<file path="src/rtl/urna_pkg.sv">
// Shared definitions for the ballot-box vote-collection core: FSM state
// encoding, default candidate code table and readout-index offsets.
package urna_pkg;

    typedef enum logic [2:0] {
        ENTRY0  = 3'd0,
        ENTRY1  = 3'd1,
        ENTRY2  = 3'd2,
        COMMIT  = 3'd3,
        TALLY   = 3'd4,
        RESULTS = 3'd5
    } urna_state_t;

    // Four candidates: index 0 = 10, 1 = 13, 2 = 17, 3 = 51 (BCD)
    localparam logic [31:0] DEFAULT_CAND_CODES = {8'h51, 8'h17, 8'h13, 8'h10};

    // Readout selects beyond the candidate range are offsets from N_CAND
    localparam int RD_NULL  = 0;
    localparam int RD_TOTAL = 1;
    localparam int RD_BLANK = 2;

endpackage

</file>
<file path="src/rtl/urna_sat_counter.sv">
// Saturating vote counter. Holds at all-ones; a sticky ovf flag records
// that an increment arrived while already saturated (a lost vote).
module urna_sat_counter #(
    parameter int CNT_W = 8
) (
    input  logic             clk,
    input  logic             rst_n,
    input  logic             inc,
    output logic [CNT_W-1:0] count,
    output logic             ovf
);

    localparam logic [CNT_W-1:0] CNT_MAX = '1;

    logic [CNT_W-1:0] count_reg;
    logic             ovf_reg;

    // Increment until saturated, then flag every further increment
    always_ff @(posedge clk or negedge rst_n) begin
        if (!rst_n) begin
            count_reg <= '0;
            ovf_reg   <= 1'b0;
        end else if (inc) begin
            if (count_reg == CNT_MAX) begin
                ovf_reg <= 1'b1;
            end else begin
                count_reg <= count_reg + 1'b1;
            end
        end
    end

    assign count = count_reg;
    assign ovf   = ovf_reg;

endmodule

</file>
<file path="src/rtl/urna_core_param.sv">
// Vote-collection core: two-digit BCD entry, per-candidate/null/total
// tallies, sequential winner scan and a registered readout port.
// Optional blank-vote support is compiled in with URNA_BLANK_VOTE_EN.
module urna_core_param
    import urna_pkg::*;
#(
    parameter int                  N_CAND     = 4,
    parameter int                  CNT_W      = 8,
    parameter logic [N_CAND*8-1:0] CAND_CODES = DEFAULT_CAND_CODES,
    localparam int                 RD_W       = $clog2(N_CAND + 3),
    localparam int                 WIN_W      = $clog2(N_CAND)
) (
    input  logic             clk,
    input  logic             rst_n,
    input  logic             digit_vld,
    input  logic [3:0]       digit,
    input  logic             correct_i,
    input  logic             confirm_i,
    input  logic             finalize_i,
`ifdef URNA_BLANK_VOTE_EN
    input  logic             blank_i,
`endif
    input  logic [RD_W-1:0]  rd_idx,
    output logic [2:0]       state_o,
    output logic [3:0]       dig_hi,
    output logic [3:0]       dig_lo,
    output logic             vote_ack,
    output logic [CNT_W-1:0] rd_count,
    output logic             results_vld,
    output logic [WIN_W-1:0] winner_idx,
    output logic             tie,
    output logic             ovf
);

    localparam int SCAN_W = $clog2(N_CAND + 1);

    urna_state_t       state_reg, state_next;
    logic [3:0]        dig_hi_reg, dig_lo_reg;
    logic              digit_ok, in_entry, commit, commit_blank;
    logic [SCAN_W-1:0] scan_reg;
    logic [CNT_W-1:0]  best_reg, scan_cnt;
    logic [WIN_W-1:0]  best_idx_reg;
    logic              tie_reg;
    logic [CNT_W-1:0]  rd_next, rd_count_reg;

    logic [CNT_W-1:0]  cnt [N_CAND];
    logic [N_CAND-1:0] cand_inc, cand_ovf;
    logic [CNT_W-1:0]  null_cnt, total_cnt;
    logic              null_ovf, total_ovf;

    assign digit_ok = digit_vld && (digit <= 4'd9);
    assign in_entry = (state_reg == ENTRY0) || (state_reg == ENTRY1) || (state_reg == ENTRY2);
    assign commit   = (state_reg == COMMIT);

    // State register
    always_ff @(posedge clk or negedge rst_n) begin
        if (!rst_n) state_reg <= ENTRY0;
        else        state_reg <= state_next;
    end

    // Next state: finalize > correct > blank > confirm > digit while entering
    always_comb begin
        state_next = state_reg;
        case (state_reg)
            ENTRY0, ENTRY1, ENTRY2: begin
                if (finalize_i)                                 state_next = TALLY;
                else if (correct_i)                             state_next = ENTRY0;
`ifdef URNA_BLANK_VOTE_EN
                else if (blank_i && state_reg == ENTRY0)        state_next = COMMIT;
`endif
                else if (confirm_i && state_reg == ENTRY2)      state_next = COMMIT;
                else if (digit_ok && state_reg == ENTRY0)       state_next = ENTRY1;
                else if (digit_ok && state_reg == ENTRY1)       state_next = ENTRY2;
            end
            COMMIT:  state_next = ENTRY0;
            TALLY:   if (scan_reg == SCAN_W'(N_CAND)) state_next = RESULTS;
            RESULTS: state_next = RESULTS;
            default: state_next = ENTRY0;
        endcase
    end

    // FSM outputs decoded directly from the current state
    always_comb begin
        vote_ack    = (state_reg == COMMIT);
        results_vld = (state_reg == RESULTS);
    end

    // Digit capture; cleared on correct, finalize and after each commit
    always_ff @(posedge clk or negedge rst_n) begin
        if (!rst_n) begin
            dig_hi_reg <= 4'd0;
            dig_lo_reg <= 4'd0;
        end else if ((in_entry && (finalize_i || correct_i)) || commit) begin
            dig_hi_reg <= 4'd0;
            dig_lo_reg <= 4'd0;
        end else if (state_reg == ENTRY0 && state_next == ENTRY1) begin
            dig_hi_reg <= digit;
        end else if (state_reg == ENTRY1 && state_next == ENTRY2) begin
            dig_lo_reg <= digit;
        end
    end

    // One counter per candidate, incremented on a code match during COMMIT
    generate
        for (genvar gi = 0; gi < N_CAND; gi++) begin : g_cand
            assign cand_inc[gi] = commit && !commit_blank &&
                                  ({dig_hi_reg, dig_lo_reg} == CAND_CODES[8*gi +: 8]);
            urna_sat_counter #(.CNT_W(CNT_W)) u_cnt (
                .clk   (clk),
                .rst_n (rst_n),
                .inc   (cand_inc[gi]),
                .count (cnt[gi]),
                .ovf   (cand_ovf[gi])
            );
        end
    endgenerate

    urna_sat_counter #(.CNT_W(CNT_W)) u_null (
        .clk   (clk),
        .rst_n (rst_n),
        .inc   (commit && !commit_blank && (cand_inc == '0)),
        .count (null_cnt),
        .ovf   (null_ovf)
    );

    urna_sat_counter #(.CNT_W(CNT_W)) u_total (
        .clk   (clk),
        .rst_n (rst_n),
        .inc   (commit),
        .count (total_cnt),
        .ovf   (total_ovf)
    );

`ifdef URNA_BLANK_VOTE_EN
    logic [CNT_W-1:0] blank_cnt;
    logic             blank_ovf, commit_blank_reg;

    // Remember that the coming COMMIT was entered through the blank key
    always_ff @(posedge clk or negedge rst_n) begin
        if (!rst_n) commit_blank_reg <= 1'b0;
        else        commit_blank_reg <= (state_reg == ENTRY0) && (state_next == COMMIT);
    end

    assign commit_blank = commit_blank_reg;

    urna_sat_counter #(.CNT_W(CNT_W)) u_blank (
        .clk   (clk),
        .rst_n (rst_n),
        .inc   (commit && commit_blank),
        .count (blank_cnt),
        .ovf   (blank_ovf)
    );

    assign ovf = (|cand_ovf) | null_ovf | total_ovf | blank_ovf;
`else
    assign commit_blank = 1'b0;
    assign ovf          = (|cand_ovf) | null_ovf | total_ovf;
`endif

    // Counter value under the scan pointer (zero once past the last one)
    always_comb begin
        scan_cnt = '0;
        for (int i = 0; i < N_CAND; i++) begin
            if (scan_reg == SCAN_W'(i)) scan_cnt = cnt[i];
        end
    end

    // Winner scan: one candidate per cycle, results frozen after the scan
    always_ff @(posedge clk or negedge rst_n) begin
        if (!rst_n) begin
            scan_reg     <= '0;
            best_reg     <= '0;
            best_idx_reg <= '0;
            tie_reg      <= 1'b0;
        end else if (state_reg != TALLY && state_next == TALLY) begin
            scan_reg     <= '0;
            best_reg     <= '0;
            best_idx_reg <= '0;
            tie_reg      <= 1'b1;
        end else if (state_reg == TALLY && scan_reg != SCAN_W'(N_CAND)) begin
            if (scan_cnt > best_reg) begin
                best_reg     <= scan_cnt;
                best_idx_reg <= scan_reg[WIN_W-1:0];
                tie_reg      <= 1'b0;
            end else if (scan_cnt == best_reg) begin
                tie_reg <= 1'b1;
            end
            scan_reg <= scan_reg + 1'b1;
        end
    end

    // Readout select: candidates, then null, total, blank; anything else reads 0
    always_comb begin
        rd_next = '0;
        for (int i = 0; i < N_CAND; i++) begin
            if (rd_idx == RD_W'(i)) rd_next = cnt[i];
        end
        if (rd_idx == RD_W'(N_CAND + RD_NULL))  rd_next = null_cnt;
        if (rd_idx == RD_W'(N_CAND + RD_TOTAL)) rd_next = total_cnt;
`ifdef URNA_BLANK_VOTE_EN
        if (rd_idx == RD_W'(N_CAND + RD_BLANK)) rd_next = blank_cnt;
`endif
    end

    // Registered readout, one cycle behind rd_idx
    always_ff @(posedge clk or negedge rst_n) begin
        if (!rst_n) rd_count_reg <= '0;
        else        rd_count_reg <= rd_next;
    end

    assign state_o    = state_reg;
    assign dig_hi     = dig_hi_reg;
    assign dig_lo     = dig_lo_reg;
    assign rd_count   = rd_count_reg;
    assign winner_idx = best_idx_reg;
    assign tie        = tie_reg;

endmodule

</file>
<file path="config.mk">
export PLATFORM = sky130hd
export DESIGN_NAME = urna_core_param
export DESIGN_NICKNAME = d
export VERILOG_FILES = /design/src/rtl/urna_pkg.sv /design/src/rtl/urna_sat_counter.sv /design/src/rtl/urna_core_param.sv
export SDC_FILE = /design/constraint.sdc
export NUM_CORES = 1
export LEC_CHECK = 0
export BUFFER_PORTS_ARGS = -buffer_cell sky130_fd_sc_hd__buf_2
export CORE_MARGIN = 2
export CORE_UTILIZATION = 45
export CTS_CLUSTER_SIZE = 10
export DETAILED_ROUTE_END_ITERATION = 6
export PLACE_DENSITY = 0.63
export SYNTH_ARGS = -nofsm -noshare
export SYNTH_HDL_FRONTEND = slang
export SYNTH_HIERARCHICAL = 1
export SYNTH_SLANG_ARGS = --single-unit
</file>
<file path="constraint.sdc">
create_clock -name clk -period 2.85 [get_ports clk]
set_input_delay 0.285 -clock clk [delete_from_list [all_inputs] [get_ports clk]]
set_output_delay 0.285 -clock clk [all_outputs]
set_load 0.03 [all_outputs]
</file>
==> flow_metrics.env, run 1 <==
export IMPL_root_buffer="clkbuf_8"
export IMPL_period_share_pct=101
export IMPL_drive_gt1_share_pct=26.7
export IMPL_crit_fanout=8
export IMPL_tightestPinTransition_ps=690
export IMPL_rsz0062_at_grt="true"
export IMPL_die_h_um=109
export IMPL_avgSynthCellArea_um2=10.3
export IMPL_critPathMaxStageDelay_ps=410
export IMPL_hp_class="input pin to flip-flop"
export IMPL_drt_pre_antenna_iters=5
export IMPL_p_leak_nw=2.84
export IMPL_final_max_slew_viol_count=0
export IMPL_switching_share_pct=33.4
export IMPL_setup_tns_ps=-138
export IMPL_place_gp_congestion=0.886
export IMPL_critPathTopFamily="compound AO/OA/AOI/OAI gates"
export IMPL_arrival_ps=3140
export IMPL_fin_nets=573
export IMPL_slew_headroom_pct=54.0
export IMPL_diodes=0
export IMPL_use_met1_pct=29.3
export IMPL_final_setup_viol_count=7
export IMPL_ys_types=51
export IMPL_fp_row_count=38
export IMPL_grt_ovfl_total=0
export IMPL_comb_power_share_pct=41.0
export IMPL_tritoncts="built"
export IMPL_io_pins=38
export IMPL_port_buffer_count=37
export IMPL_cts_buffer_depth=2
export IMPL_clockPowerShare_pct=21.7
export IMPL_totalWireLength_mm=11.9
export IMPL_async_flop_share_pct=100
export IMPL_drtIter0Drc=270
export IMPL_cts_max_level=3
export IMPL_crit_start="scan_reg[0]"
export IMPL_grt_pass1_wl_mm=19.1
export IMPL_clkLatencyLatePin_ps=370
export IMPL_start_util_pct=45.9
export IMPL_grt_use_total_pct=21.1
export IMPL_status="complete, but fails checks"
export IMPL_period_minus_slack_ps=2870
export IMPL_ys_seq_area_share_pct=43.9
export IMPL_post_route_drc_count=0
export IMPL_grt_use_met3_pct=4.72
export IMPL_largest_register_ffs=32
export IMPL_clock_skew_final_ps=9.79
export IMPL_end_kind="flip-flop"
export IMPL_hpwl_mm=8.56
export IMPL_antenna_found_initial=0
export IMPL_synth_edff_count=0
export IMPL_yosysTopAreaCell="dfrtp_1"
export IMPL_hold_viol_final=0
export IMPL_seqPwrFrac_pct=37.3
export IMPL_critPathSlowestCell="dfrtp_1"
export IMPL_fp_dieW_um=109
export IMPL_core_mm2=0.0108
export IMPL_wire_per_inst_um=17.4
export IMPL_p_per_area_mw_per_mm2=640
export IMPL_power_switching_mw=1.23
export IMPL_holdWs_ps=188
export IMPL_area_growth_pct=16.6
export IMPL_grt_pass1_vias=3736
export IMPL_path_cells="buf_6 > ha_4 > buf_6 > a221o_1 > a32o_2 > ha_4 > a21oi_2 > o21ai_2 > o2111ai_1 > o21ba_4 > mux2_4"
export IMPL_grt_max_degree=54
export IMPL_ant_nets=0
export IMPL_internal_power_mw=2.46
export IMPL_violations="setup timing"
export IMPL_synth_ff_type="dfrtp_1"
export IMPL_yosys_top_cells_count="87 x dfrtp_1, 55 x a21oi_1, 38 x nor2_1"
export IMPL_fmax_ghz=0.348
export IMPL_synth_area_mm2=0.00496
export IMPL_clk_pin_slew_ps=90
export IMPL_clock_sinks=87
export IMPL_reg2reg_from="scan_reg[0]"
export IMPL_cts_buffers=9
export IMPL_synthCells=481
export IMPL_worstSetupStartpointType="flip-flop"
export IMPL_drv_cap=0
export IMPL_synth_warnings=6
export IMPL_path_buf_inv=2
export IMPL_timing_setup_critical_path_class="flip-flop to flip-flop"
export IMPL_dieArea_mm2=0.0119
export IMPL_synth_area_leaders="dfrtp_1 44%, a21oi_1 5.6%, mux2i_1 5.5%"
export IMPL_cp_required_ps=3110
export IMPL_design_power_total_mw=3.70
export IMPL_min_from="digit[0]"
export IMPL_synth_seq_cells=87
export IMPL_synth_most_common_cell="dfrtp_1"
export IMPL_yosysTopAreaCellShare_pct=43.9
export IMPL_routed_via_density=5.80
export IMPL_fin_ws_ps=-23.5
export IMPL_vias=3978
export IMPL_syn_num_nets=513
export IMPL_top_usage_layer="met2"
export IMPL_max_vdd_ir_drop_mv=0.697
export IMPL_use_met2_pct=33.0
## routing by layer
layer / wire (um) / vias to the layer above
met5: 0 / -
met4: 191 / 0
met3: 575 / 18
met2: 5560 / 110
met1: 5580 / 1945
li1: - / 1905
## tightest hold or removal path: stages
cell     delay [ps]
buf_2            90
mux2i_1          60
nor2_1           80
## layout make-up
class	instances	area, um^2
multi-input cells	348	2680
well taps	140	175
repair buffers	76	498
fillers	947	5010
clock inverters	3	17.5
inverters	19	71.3
flip-flops and latches	87	2180
clock buffers	13	159
## layout by cell type, fill, tap and decap left out, drive strengths merged, types with 2 or more instances in the layout
cell type  instances
a21boi             7
nor2b              9
a31o               6
nand2             24
o22ai              2
mux2              13
a21oi             55
a221o              8
inv               19
mux4               2
buf               75
xnor2              7
a41o               6
nand2b            11
nand3              2
o21ai              6
nand4              7
and4              13
a32o               7
and3              19
and2              11
dfrtp             87
ha                19
a31oi             24
clkbuf            13
nor2              38
mux2i             27
clkinv             2
nor3b              2
o221ai             6
## final timing paths
kind	end	slack (ps)	cells past startpoint
max in group asynchronous	dig_lo[0]	1620	3
max	best_reg[6]	-20	11
max reg2reg	best_reg[6]	-20	11
min in group asynchronous	g_cand[0].u_cnt/count[4]	490	2
min	dig_lo[0]	190	3
min reg2reg	g_cand[1].u_cnt/ovf	470	1
## logic make-up after synthesis
logic type	share of synthesized area [%]
buffers and inverters	4.92
muxes	10.3
AOI/OAI and AO/OA	17.9
adders and majority gates	4.80
and+or+nand+nor	16.7
xor gates and xnor gates	1.41
DFF	43.9
## power by group through the flow
stage / clock (mW) / combinational [mW] / sequential (mW)
after floorplan: 0 / 0.790 / 1.44
after global placement: 0 / 1.11 / 1.40
after detailed placement: 0 / 1.17 / 1.40
after CTS: 0.840 / 1.39 / 1.38
after global routing: 0.884 / 1.66 / 1.39
final: 0.802 / 1.52 / 1.38
## repair_timing
item,4_1_cts,5_1_grt
endpoints found under the hold margin,51,0
buffers inserted,5,5
pin swaps,8,12
resized for setup,19,6
hold buffers,1,0
setup endpoints to repair,10,10
## per-stage QoR
step / instance area [um^2] / util (%) / worst slack (ps) / cells
after floorplan: 5000 / - / -50.6 / 481
after global placement: 5400 / 50.0 / 7.50 / 659
after detailed placement: 5400 / 50.0 / -96.1 / 659
after CTS: 5720 / 53.0 / 4.92 / 681
after global routing: 5780 / 53.6 / -109 / 686
final: 5780 / 53.6 / -23.5 / 686
Note: power is estimated with default switching activity, not from simulation.
==> run 2, diff against run 1 <==
Settings changed: CELL_PAD_IN_SITES_DETAIL_PLACEMENT set to 1, CELL_PAD_IN_SITES_GLOBAL_PLACEMENT set to 2, CORE_UTILIZATION 45 to 36, PLACE_DENSITY 0.63 to 0.75.
==> run 2 against run 1 <==
  * The run still ends with setup timing left
  * Final cell count grew 5.8%
  * Clock-buffer cell count is the same
  * First-iteration DRC count grew 13%
  * Core utilization shrank 8.4 points
  * Global-route usage shrank 1.1 points
  * Worst hold slack gained 27 ps
  * Die area grew 24%
  * Non-clock buffer count grew 4
  * Largest power group unchanged
==> flow_metrics.env, run 2 (synthesized netlist as in run 1, its figures left out) <==
export IMPL_slew_headroom_pct=56.1
export IMPL_io_pins=38
export IMPL_hpwl_mm=10.2
export IMPL_drt_pre_antenna_iters=4
export IMPL_reg2reg_depth=11
export IMPL_p_per_area_mw_per_mm2=727
export IMPL_ff2ff_setup_slack_ps=-60
export IMPL_grt_ovfl_total=0
export IMPL_largest_register_ffs=32
export IMPL_hold_path_cell_count=3
export IMPL_port_buffer_count=37
export IMPL_grt_max_degree=49
export IMPL_place_ws_ps=-136
export IMPL_p_leak_nw=2.93
export IMPL_dp_cells=699
export IMPL_diodes=0
export IMPL_root_buffer="clkbuf_16"
export IMPL_critPathSlowestCell="dfrtp_1"
export IMPL_period_share_pct=102
export IMPL_comb_power_share_pct=38.7
export IMPL_final_cells=726
export IMPL_hold_viol_final=0
export IMPL_post_route_drc_count=0
export IMPL_cts_buffer_depth=2
export IMPL_drive_gt1_share_pct=27.3
export IMPL_ant_nets=0
export IMPL_arrival_ps=3150
export IMPL_end_kind="flip-flop"
export IMPL_vias=3990
export IMPL_most_common_layout_cells="87 x dfrtp_1, 55 x a21oi_1, 37 x nor2_1"
export IMPL_cts_buffers=9
export IMPL_path_cells="buf_6 > ha_4 > buf_6 > a221o_1 > a32o_2 > ha_4 > and2_4 > nand4_1 > o2111ai_2 > o21ba_4 > mux2_4"
export IMPL_final_common_cell="dfrtp_1"
export IMPL_power_switching_mw=1.37
export IMPL_fin_ws_ps=-63.8
export IMPL_fp_row_count=42
export IMPL_max_vdd_ir_drop_mv=0.505
export IMPL_core_mm2=0.0133
export IMPL_fin_nets=577
export IMPL_fp_dieW_um=121
export IMPL_hp_class="input pin to flip-flop"
export IMPL_clk_pin_slew_ps=60
export IMPL_reg2reg_from="scan_reg[0]"
export IMPL_fillers=1512
export IMPL_drv_cap=0
export IMPL_status="complete, but fails checks"
export IMPL_min_from="digit[3]"
export IMPL_clock_sinks=87
export IMPL_period_minus_slack_ps=2910
export IMPL_grt_pass1_wl_mm=22.5
export IMPL_start_util_pct=37.1
export IMPL_clockPowerShare_pct=29.8
export IMPL_totalWireLength_mm=14.0
export IMPL_tritoncts="built"
export IMPL_drtIter0Drc=306
export IMPL_clkLatencyLatePin_ps=350
export IMPL_grt_pass1_vias=4120
export IMPL_fmax_ghz=0.343
export IMPL_final_max_slew_viol_count=0
export IMPL_internal_power_mw=3.01
export IMPL_violations="setup timing"
export IMPL_routed_via_density=5.50
export IMPL_worstSetupStartpointType="flip-flop"
export IMPL_final_core_util_pct=45.2
export IMPL_die_h_um=121
export IMPL_timing_setup_critical_path_class="flip-flop to flip-flop"
export IMPL_wire_per_inst_um=19.3
export IMPL_grt_use_total_pct=20.0
export IMPL_tightestPinTransition_ps=659
export IMPL_switching_share_pct=31.2
export IMPL_rsz0062_at_grt="true"
export IMPL_design_power_total_mw=4.38
export IMPL_area_growth_pct=21.7
export IMPL_seqPwrFrac_pct=31.5
export IMPL_reg2reg_to="best_reg[4]"
export IMPL_critPathMaxStageDelay_ps=400
export IMPL_cts_max_level=3
export IMPL_crit_fanout=8
export IMPL_clock_skew_final_ps=10.6
export IMPL_cp_required_ps=3080
export IMPL_place_gp_congestion=0.811
export IMPL_min_to="dig_lo[3]"
export IMPL_dieArea_mm2=0.0147
export IMPL_antenna_found_initial=0
export IMPL_final_setup_viol_count=10
## run 2: through the flow
stage                     instance area [um^2]  hold slack (ps)  setup TNS (ps)
after floorplan                           5000            -10.6            -354
after global placement                    5480              360            -116
after detailed placement                  5480              372           -1310
after CTS                                 6000              203               0
after global routing                      6030              225           -1640
final                                     6030              216            -507
## run 2: worst max-delay path, delay by kind of cell (launching register included)
| kind | cells | cell delay [ps] |
|---|---|---|
| buf+inv | 2 | 270 |
| compound gates | 4 | 1120 |
| mux | 1 | 320 |
| flops | 1 | 400 |
| fa+ha+maj | 2 | 400 |
| simple gates | 2 | 290 |
## run 2: final cells by class
class                      instances  area, um^2  share of cell area [%]
clock buffer                      13         260                    4.31
clock inverter                     3        65.1                    1.08
inverter                          19        71.3                    1.18
multi-input combinational        348        2690                    44.6
sequential                        87        2180                    36.1
tap                              176         220                    3.65
timing repair buffer              80         548                    9.08
## run 2: worst max-delay path by stage
stage                startpoint             to  depth (start not counted)
finish              scan_reg[0]    best_reg[4]                         11
floorplan           scan_reg[1]    best_reg[1]                         14
detailed placement  scan_reg[1]  winner_idx[0]                         12
global placement    scan_reg[0]    best_reg[1]                         11
global route        scan_reg[1]    best_reg[1]                         11
CTS                 scan_reg[0]    best_reg[1]                         11
## run 2: repair_timing
item | CTS | global route
endpoints found under the hold margin | 34 | 0
hold buffers | 1 | 0
gates cloned | 0 | 0
resized for setup | 22 | 8
buffers inserted | 9 | 1
setup endpoints to repair | 10 | 11
pin swaps | 6 | 8
## run 2: routing by layer
metal | wire length, um | up-vias | global-route usage, %
li1 | - | 1903 | -
met2 | 6490 | 74 | 31.3
met3 | 614 | 17 | 5.64
met5 | 0 | - | 0
met4 | 193 | 0 | 5.46
met1 | 6700 | 1996 | 27.3
## run 2: power groups by stage
stage,Clock [mW],Combinational [mW],Sequential (mW)
floorplan,0,0.790,1.44
global placement,0,1.13,1.40
detailed placement,0,1.21,1.40
CTS,1.34,1.54,1.38
global route,1.39,1.87,1.39
finish,1.31,1.70,1.38
==> run 3, diff against run 2 <==
Settings changed: BUFFER_PORTS_ARGS -buffer_cell sky130_fd_sc_hd__buf_2 to -buffer_cell sky130_fd_sc_hd__buf_4, CORE_UTILIZATION 36 to 37, CTS_BUF_LIST set to sky130_fd_sc_hd__clkbuf_2 sky130_fd_sc_hd__clkbuf_4 sky130_fd_sc_hd__clkbuf_8, GPL_TIMING_DRIVEN set to 0, PLACE_DENSITY 0.75 to 0.77.
==> run 3 against run 2 <==
  * The flow still finishes with violations (setup timing)
  * Clock power decreased by 32%
  * Clock skew rose by 0.78 ps
  * First-iteration DRC count is 52% lower
  * Register-to-register slack got worse by 90 ps
  * Critical path type unchanged
  * Largest power group unchanged
  * Combinational power fell by 15%
==> flow_metrics.env, run 3 (synthesized netlist as in run 1, its figures left out) <==
export IMPL_reg2reg_depth=13
export IMPL_area_growth_pct=18.4
export IMPL_status="complete, but fails checks"
export IMPL_tritoncts="built"
export IMPL_final_core_util_pct=44.7
export IMPL_clock_skew_final_ps=11.3
export IMPL_regArea_mm2=0.00218
export IMPL_grt_use_total_pct=19.4
export IMPL_hp_class="input pin to async pin"
export IMPL_grt_max_degree=88
export IMPL_p_per_area_mw_per_mm2=634
export IMPL_final_setup_viol_count=10
export IMPL_clk_pin_slew_ps=90
export IMPL_most_common_layout_cells="87 x dfrtp_1, 53 x a21oi_1, 40 x buf_4"
export IMPL_postLayoutCellArea_mm2=0.00587
export IMPL_antenna_found_initial=0
export IMPL_crit_fanout=8
export IMPL_largest_register_ffs=32
export IMPL_reg2reg_from="scan_reg[0]"
export IMPL_fp_dieW_um=120
export IMPL_worstSetupStartpointType="flip-flop"
export IMPL_fillers=1446
export IMPL_drtIter0Drc=147
export IMPL_grt_ovfl_total=0
export IMPL_fin_ws_ps=-154
export IMPL_multi_input_area_mm2=0.00268
export IMPL_placed_area_mm2=0.00548
export IMPL_post_route_drc_count=0
export IMPL_port_buffer_count=35
export IMPL_cts_buffers=9
export IMPL_cp_required_ps=3110
export IMPL_place_gp_congestion=0.808
export IMPL_ff2ff_setup_slack_ps=-150
export IMPL_diodes=0
export IMPL_arrival_ps=3270
export IMPL_core_mm2=0.0131
export IMPL_drive_gt1_share_pct=23.8
export IMPL_wire_per_inst_um=18.7
export IMPL_clkLatencyLatePin_ps=380
export IMPL_vias=3975
export IMPL_routed_via_density=5.57
export IMPL_totalWireLength_mm=13.3
export IMPL_max_vdd_ir_drop_mv=0.417
export IMPL_drv_cap=0
export IMPL_hpwl_mm=9.39
export IMPL_reg2reg_to="best_reg[7]"
export IMPL_grt_pass1_vias=4054
export IMPL_cts_buffer_depth=2
export IMPL_fin_nets=565
export IMPL_hold_viol_final=0
export IMPL_fmax_ghz=0.333
export IMPL_die_h_um=120
export IMPL_grt_pass1_wl_mm=21.8
export IMPL_io_pins=38
export IMPL_final_max_slew_viol_count=0
export IMPL_final_common_cell="dfrtp_1"
export IMPL_tightestPinTransition_ps=1180
export IMPL_rsz0062_at_grt="true"
export IMPL_end_kind="flip-flop"
export IMPL_ant_nets=0
export IMPL_cts_max_level=3
export IMPL_timing_setup_critical_path_class="flip-flop to flip-flop"
export IMPL_drt_pre_antenna_iters=5
export IMPL_dieArea_mm2=0.0143
export IMPL_root_buffer="clkbuf_8"
export IMPL_violations="setup timing"
export IMPL_clock_sinks=87
export IMPL_fp_row_count=42
export IMPL_period_share_pct=105
export IMPL_period_minus_slack_ps=3000
export IMPL_setup_tns_ps=-1360
export IMPL_p_leak_nw=2.77
export IMPL_cts_hold_buffers=0
export IMPL_start_util_pct=37.7
export IMPL_slew_headroom_pct=21.3
run 3: worst max-delay path, cell delays in order (launching register included):
cell	delay, ps
dfrtp_1	420
buf_6	130
ha_4	170
buf_6	130
a221o_1	340
a32o_2	310
ha_4	230
a21oi_2	160
o21ai_2	90
buf_4	140
buf_4	120
o21ba_4	220
buf_12	140
mux2_4	290
run 3: per-layer routing:
metal / up-vias / track usage, % / share of wire [%]
met1: 2029 / 26.6 / 48
met2: 52 / 31.8 / 48
met4: 0 / 4.71 / 1.1
met5: - / 0 / 0
met3: 10 / 3.90 / 2.5
li1: 1884 / - / -
run 3: per-stage QoR:
step	total power, mW	cells	setup slack (ps)	hold WS [ps]
after global placement	2.50	692	-368	459
after global routing	3.97	714	-253	145
after floorplan	2.23	481	-50.6	-10.6
final	3.72	714	-154	139
after detailed placement	2.53	692	-386	460
after CTS	3.63	711	-169	140
run 3: worst max path at each step:
stage,from,end,slack [ps],cells past startpoint
5_1_grt,scan_reg[0],best_reg[7],-250,13
3_3_place_gp,scan_reg[0],best_reg[1],-370,12
6_report,scan_reg[0],best_reg[7],-150,13
3_5_place_dp,scan_reg[0],best_reg[7],-390,12
4_1_cts,scan_reg[1],best_reg[7],-170,12
2_1_floorplan,scan_reg[1],best_reg[1],-50,14
run 3: layout make-up:
type | instances | area share [%]
clock inverter | 5 | 1.00
clock buffer | 11 | 2.37
multi-input combinational | 348 | 45.7
inverter | 19 | 1.21
tap | 176 | 3.75
sequential | 87 | 37.1
buffer | 23 | 2.56
timing repair buffer | 45 | 6.35
run 3: repair_timing:
item	4_1_cts	5_1_grt
pin swaps	11	16
endpoints found under the setup margin	14	17
gates resized for setup	21	7
buffers inserted	6	3
cloned	1	0
run 3: report_power, final:
group,switching [mW],internal [mW]
registers,0.0590,1.33
logic,0.746,0.706
clock network,0.462,0.425
